<file path="config.mk">
export PLATFORM = sky130hd
export DESIGN_NAME = axi_rd_arbiter
export DESIGN_NICKNAME = d
export VERILOG_FILES = /design/src/rtl/axi_rd_arbiter.sv
export SDC_FILE = /design/constraint.sdc
export NUM_CORES = 1
export LEC_CHECK = 0
export ABC_AREA = 1
export CORE_AREA = 2 2 90 92
export CTS_BUF_LIST = sky130_fd_sc_hd__clkbuf_4 sky130_fd_sc_hd__clkbuf_8
export DETAILED_ROUTE_END_ITERATION = 7
export DIE_AREA = 0 0 92 94
export GPL_TIMING_DRIVEN = 0
export PLACE_DENSITY = 0.83
export SYNTH_ARGS = -nofsm -noshare
export SYNTH_HDL_FRONTEND = slang
export SYNTH_SLANG_ARGS = --single-unit
</file>
<file path="constraint.sdc">
create_clock -name clk -period 1.75 [get_ports clk]
set_input_delay 0.35 -clock clk [delete_from_list [all_inputs] [get_ports clk]]
set_output_delay 0.35 -clock clk [all_outputs]
set_load 0.02 [all_outputs]
</file>
<file path="src/rtl/axi_rd_arbiter.sv">
// -----------------------------------------------------------------------------
// axi_rd_arbiter
//
// Shares a single burst read channel between the instruction cache (i_*) and
// the data cache (d_*). Only one burst is in flight at a time. On a tie in
// IDLE the side that was not granted last time wins.
//
// Ports
//   clk, rst                        clock, synchronous active-high reset
//   i_ar* / i_arready               instruction-side address channel
//   i_r*  / i_rready                instruction-side response channel
//   d_ar* / d_arready               data-side address channel
//   d_r*  / d_rready                data-side response channel
//   araddr/arlen/arsize/arid/arvalid, arready   shared request to memory
//   rdata/rlast/rvalid, rready      shared response from memory
//   busy                            high whenever the FSM is not in IDLE
//   burst_err                       one-cycle pulse when the number of beats
//                                   seen at rlast differs from arlen+1
// -----------------------------------------------------------------------------
module axi_rd_arbiter #(
  parameter int          ID_WIDTH = 4,
  parameter int unsigned I_ID     = 0,
  parameter int unsigned D_ID     = 1
) (
  input  logic                clk,
  input  logic                rst,

  input  logic [31:0]         i_araddr,
  input  logic [3:0]          i_arlen,
  input  logic [2:0]          i_arsize,
  input  logic                i_arvalid,
  output logic                i_arready,
  output logic [31:0]         i_rdata,
  output logic                i_rlast,
  output logic                i_rvalid,
  input  logic                i_rready,

  input  logic [31:0]         d_araddr,
  input  logic [3:0]          d_arlen,
  input  logic [2:0]          d_arsize,
  input  logic                d_arvalid,
  output logic                d_arready,
  output logic [31:0]         d_rdata,
  output logic                d_rlast,
  output logic                d_rvalid,
  input  logic                d_rready,

  output logic [31:0]         araddr,
  output logic [3:0]          arlen,
  output logic [2:0]          arsize,
  output logic [ID_WIDTH-1:0] arid,
  output logic                arvalid,
  input  logic                arready,
  input  logic [31:0]         rdata,
  input  logic                rlast,
  input  logic                rvalid,
  output logic                rready,

  output logic                busy,
  output logic                burst_err
);

  typedef enum logic [2:0] {IDLE, I_AR, I_R, D_AR, D_R} state_t;

  state_t     r_state;
  state_t     w_next;
  logic       r_last_d;   // 1: data side was granted last, 0: instruction side
  logic [3:0] r_cnt;      // beats accepted in the current burst (wraps mod 16)
  logic [3:0] r_len;      // arlen captured at the address handshake
  logic       w_beat;     // a response beat is accepted this cycle

  // NOTE: every signal written here gets a default first, so no path through
  // the case statement can leave one unassigned and infer a latch.
  always_comb begin
    w_next    = r_state;
    w_beat    = 1'b0;
    araddr    = '0;
    arlen     = '0;
    arsize    = '0;
    arid      = '0;
    arvalid   = 1'b0;
    rready    = 1'b0;
    i_arready = 1'b0;
    i_rdata   = '0;
    i_rlast   = 1'b0;
    i_rvalid  = 1'b0;
    d_arready = 1'b0;
    d_rdata   = '0;
    d_rlast   = 1'b0;
    d_rvalid  = 1'b0;

    unique case (r_state)
      IDLE: begin
        // I wins when it is alone, or on a tie when D was granted last.
        if (i_arvalid && (!d_arvalid || r_last_d)) w_next = I_AR;
        else if (d_arvalid)                        w_next = D_AR;
      end
      I_AR: begin
        araddr    = i_araddr;
        arlen     = i_arlen;
        arsize    = i_arsize;
        arid      = ID_WIDTH'(I_ID);
        arvalid   = i_arvalid;
        i_arready = arready;
        if (!i_arvalid)   w_next = IDLE;   // requester withdrew
        else if (arready) w_next = I_R;
      end
      I_R: begin
        arid     = ID_WIDTH'(I_ID);
        i_rdata  = rdata;
        i_rlast  = rlast;
        i_rvalid = rvalid;
        rready   = i_rready;
        w_beat   = rvalid && i_rready;
        if (w_beat && rlast) w_next = IDLE;
      end
      D_AR: begin
        araddr    = d_araddr;
        arlen     = d_arlen;
        arsize    = d_arsize;
        arid      = ID_WIDTH'(D_ID);
        arvalid   = d_arvalid;
        d_arready = arready;
        if (!d_arvalid)   w_next = IDLE;
        else if (arready) w_next = D_R;
      end
      D_R: begin
        arid     = ID_WIDTH'(D_ID);
        d_rdata  = rdata;
        d_rlast  = rlast;
        d_rvalid = rvalid;
        rready   = d_rready;
        w_beat   = rvalid && d_rready;
        if (w_beat && rlast) w_next = IDLE;
      end
      default: w_next = IDLE;
    endcase
  end

  assign busy = (r_state != IDLE);

  // r_cnt counts beats before this one, so the total including the last beat
  // equals r_len+1 exactly when r_cnt == r_len (mod 16, which also covers
  // arlen=15 / 16 beats).
  assign burst_err = w_beat && rlast && (r_cnt != r_len);

  // NOTE: state is updated with non-blocking assignments so every register
  // samples the pre-edge values computed above, independent of statement order.
  always_ff @(posedge clk) begin
    if (rst) begin
      r_state  <= IDLE;
      r_last_d <= 1'b0;
      r_cnt    <= '0;
      r_len    <= '0;
    end else begin
      r_state <= w_next;

      if (r_state == IDLE && w_next == I_AR) r_last_d <= 1'b0;
      if (r_state == IDLE && w_next == D_AR) r_last_d <= 1'b1;

      if (arvalid && arready) begin
        r_len <= arlen;
        r_cnt <= '0;
      end else if (w_beat) begin
        r_cnt <= r_cnt + 4'd1;
      end
    end
  end

endmodule

</file>
==> results.md <==
- Min Tclk post-route: 1910 ps
- Clock buffer count from CTS: 3
- Layout cells sized above 1: between 50% and 60%
- Synth Area in XOR/XNOR: under 10%
- CP Data Arrival Time: roughly 1600 ps
- Leading cell type in the layout, fill and taps excluded: clkdlybuf4s50_1
- Seq cells post-synth: 12
- Final WL: approximately 12000 um
- Largest family of logic cells by synthesized area: simple AND/OR/NAND/NOR gates
- Failing checks: setup timing
- Status: finished with violations
- Slew Limit Fails: 0
- Compound-Gate Fraction of Synth Area: around 25%
- Pin count of the biggest net entering global routing: 11
- Filler cells: around 530
- Adder-cell share of the synthesized area: less than 1%
- R2r setup slk: approximately 130 ps
- Post-Layout Inst Area: 5430 um^2
- Crit path cell chain: buf_6, inv_8, nor3_4, buf_12, buf_8, buf_6, a32o_2, buf_6
- P_int: between 0.001 and 0.0015 W
- Fin cells: around 670
- Flop pwr share: 12.5%
- Area occupied by multi-input gates: approximately 1600 um^2
- Port bufs: 232
- Synth area leader: a32o_1
- Root Driver: clkbuf_8
- Power Dens Cells: around 450 nW/um^2
- Buf+Inv Stages, Crit Path: 6
- Detail Route Antenna Nets: 0
- Initial Utilization: between 20% and 30%
- Die area: slightly below 9000 um^2
- RR Endpoint: r_len[1]$_SDFFE_PP0P_
- Seq/Total Area, Yosys: roughly 15%
- Worst IR Drop VDD: between 300 and 400 uV
- TritonCTS Sinks: 12
- Synth-to-layout area growth: 237%
- Placed cell areas: ~4100 um^2
- NetSw: between 0.0009 and 0.001 W
- Antenna violations before repair: 1
- Setup Skew: around 2.3 ps
- Final period utilization: 109%
- P_leak: ~2.7 nW
- Most frequent CP cell: buf_6
- Switching Share: around two fifths
- Max_cap viols: 0
- Hold Vio Cnt, Final: 0
- Initial DRC count: between 100 and 150
- Initial DRT Pass Iterations: 4
- Storage cell area: about 250 um^2
- First-pass GRT wire length: approximately 15000 um
- HP Class: register to register
- Net count, final: 692
- I/O pins: between 200 and 250
- Crit. End Element: output port
- Post-route DRC: 0
- Vias in the first global route: slightly above 3000
- Critical path class: register to output port
- GP Congestion: 0.843
- Clock Pin Slew Worst Setup and Hold Paths: approximately 50 ps
- Family with the most delay on the worst path: buffers and inverters
- Post-Synth Simple-Gate Area: 37.2%
- Hold path cells: 4
- Placed Instances: between 600 and 700
- Clock power frac: between 10% and 20%
- Worst Hold Path EP: r_len[2]$_SDFFE_PP0P_
- Reg-to-Reg Start: r_state[0]$_SDFF_PP0_
- HP Start: r_len[2]$_SDFFE_PP0P_
- Global route total overflow: 0
- Via count: roughly 3200
- Synth Cell Area: around 1600 um^2
- Synth Area per Inst: between 5 and 6 um^2
- Mux share of post-synthesis cell area: 0%
- Slowest stage cell, crit path: dfxtp_2
- Worst hold slack: roughly 530 ps
- Largest stage delay, worst path: approximately 320 ps
- Core ar.: 7610 um^2
- Required time of the critical path: 1400 ps
- Die Ht: 94 um
- Total GRT Usage: around 22%
- CTS tree: done
- PnR worst setup slack: -159 ps
- CP Max Fanout: 5
- Row count: 32
- Top-area cell type share of the netlist area: between 20 and 25%
- Critical Path Start Type: register
- Most frequent cells in the layout: clkdlybuf4s50_1 (117), buf_6 (103), buf_4 (61)
- Die Wd: between 90 and 100 um
- Register-to-Register Path Depth: 13
- CTS Buffer Depth: 2
- Yosys cell types: 27
- Pwr Total: 0.00242 W
- Achievable clock frequency: ~520 MHz
- Logic pwr share: 75.0%
- Synth top area cells: a32o_1 (22%), nor2_1 (20%), dfxtp_1 (15%)
- HPWL after DPL: about 7400 um
- Final setup fails: about 100
- Unrepaired setup endpoints after global routing: true
- Synth Warn #: 0
- Routed len/inst: ~18 um
- DR vias/cell: roughly 4.8
- H-tree depth: 1
- Post-Syn Instances: 280
- Worst-Skew Late Latency: approximately 240 ps
## power by group through the flow
stage	Sequential [W]	Combinational, W	Clock [W]
2_1_floorplan	0.000303	0.000530	0
3_3_place_gp	0.000305	0.00116	0
3_5_place_dp	0.000306	0.00118	0
4_1_cts	0.000304	0.00140	0.000303
5_1_grt	0.000305	0.00190	0.000320
6_report	0.000304	0.00182	0.000302
## flip-flops by register name (all words and copies together) (netlist names)
signal / cells
r_len: 4
r_state: 3
r_cnt: 4
r_last_d: 1
## final cells by class
type,count,share of cell area (%)
diodes,1,0.0461
plain buffers,19,4.34
clock buffers,4,1.01
inverters,47,3.44
multi-input cells,201,29.1
flip-flops and latches,12,4.54
well taps,102,2.35
repair buffers,288,55.2
## cells by family (layout without fill, tap and decap cells)
logic type / Yosys count / after routing
AO/OA/AOI/OAI: 44 / 44
XOR/XNOR: 6 / 6
adder cells (fa/ha/maj): 1 / 1
buffers and inverters: 70 / 358
flip-flops: 12 / 12
other: 1 / 4
AND/OR/NAND/NOR: 146 / 147
## stage by stage
stage / setup WS (ps) / utilization (%) / TNS [ps]
global placement: -777 / 53.5 / -48480
detailed placement: -767 / 53.5 / -50110
global route: -199 / 71.3 / -12520
floorplan: 166 / - / 0
finish: -159 / 71.3 / -8250
CTS: -170 / 58.7 / -6230
## Yosys cell counts
cell type	instances
a21oi_1	6
a32o_1	35
buf_1	3
buf_2	8
buf_4	7
clkbuf_1	5
conb_1	1
dfxtp_1	12
ha_1	1
inv_1	45
inv_2	2
nand2_1	39
nand2_2	2
nand3_1	9
nand3b_2	1
nand4_1	3
nor2_1	87
nor2_2	1
nor2_4	1
nor3_1	1
nor3_2	1
nor4_1	1
o211ai_1	1
o22a_1	1
o22ai_1	1
xnor2_1	3
xor2_1	3
## routing by layer
metal / share of wire (%) / track usage [%] / vias to the layer above
li1: - / - / 1498
met4: 2.6 / 8.08 / 0
met5: 0 / 0 / -
met2: 55 / 41.4 / 177
met1: 35 / 23.2 / 1525
met3: 7.0 / 5.22 / 29
## tightest hold or removal path, stage by stage, from the launching register on
cell and delay [ps]:
dfxtp_1 310, inv_1 50, nand2_1 40, nand2_1 50, nor2_1 30
## repair_timing
item	in CTS	in global routing
gates cloned	3	9
endpoints found under the hold margin	0	0
setup buffers	31	19
endpoints found under the setup margin	114	111
hold buffers	0	0
pin swaps	9	23
gates resized for setup	593	295
## how the worst max path moves through the flow
stage | start | endpoint | slack, ps | cells after the start
final | r_state[0]$_SDFF_PP0_ | araddr[15] | -160 | 8
after global routing | r_state[0]$_SDFF_PP0_ | araddr[20] | -200 | 8
after CTS | r_state[1]$_SDFF_PP0_ | araddr[7] | -170 | 5
after detailed placement | rvalid | burst_err | -770 | 7
after global placement | rvalid | burst_err | -780 | 7
after floorplan | r_state[0]$_SDFF_PP0_ | burst_err | 170 | 6
No activity file was read; power rests on OpenSTA's default activity.
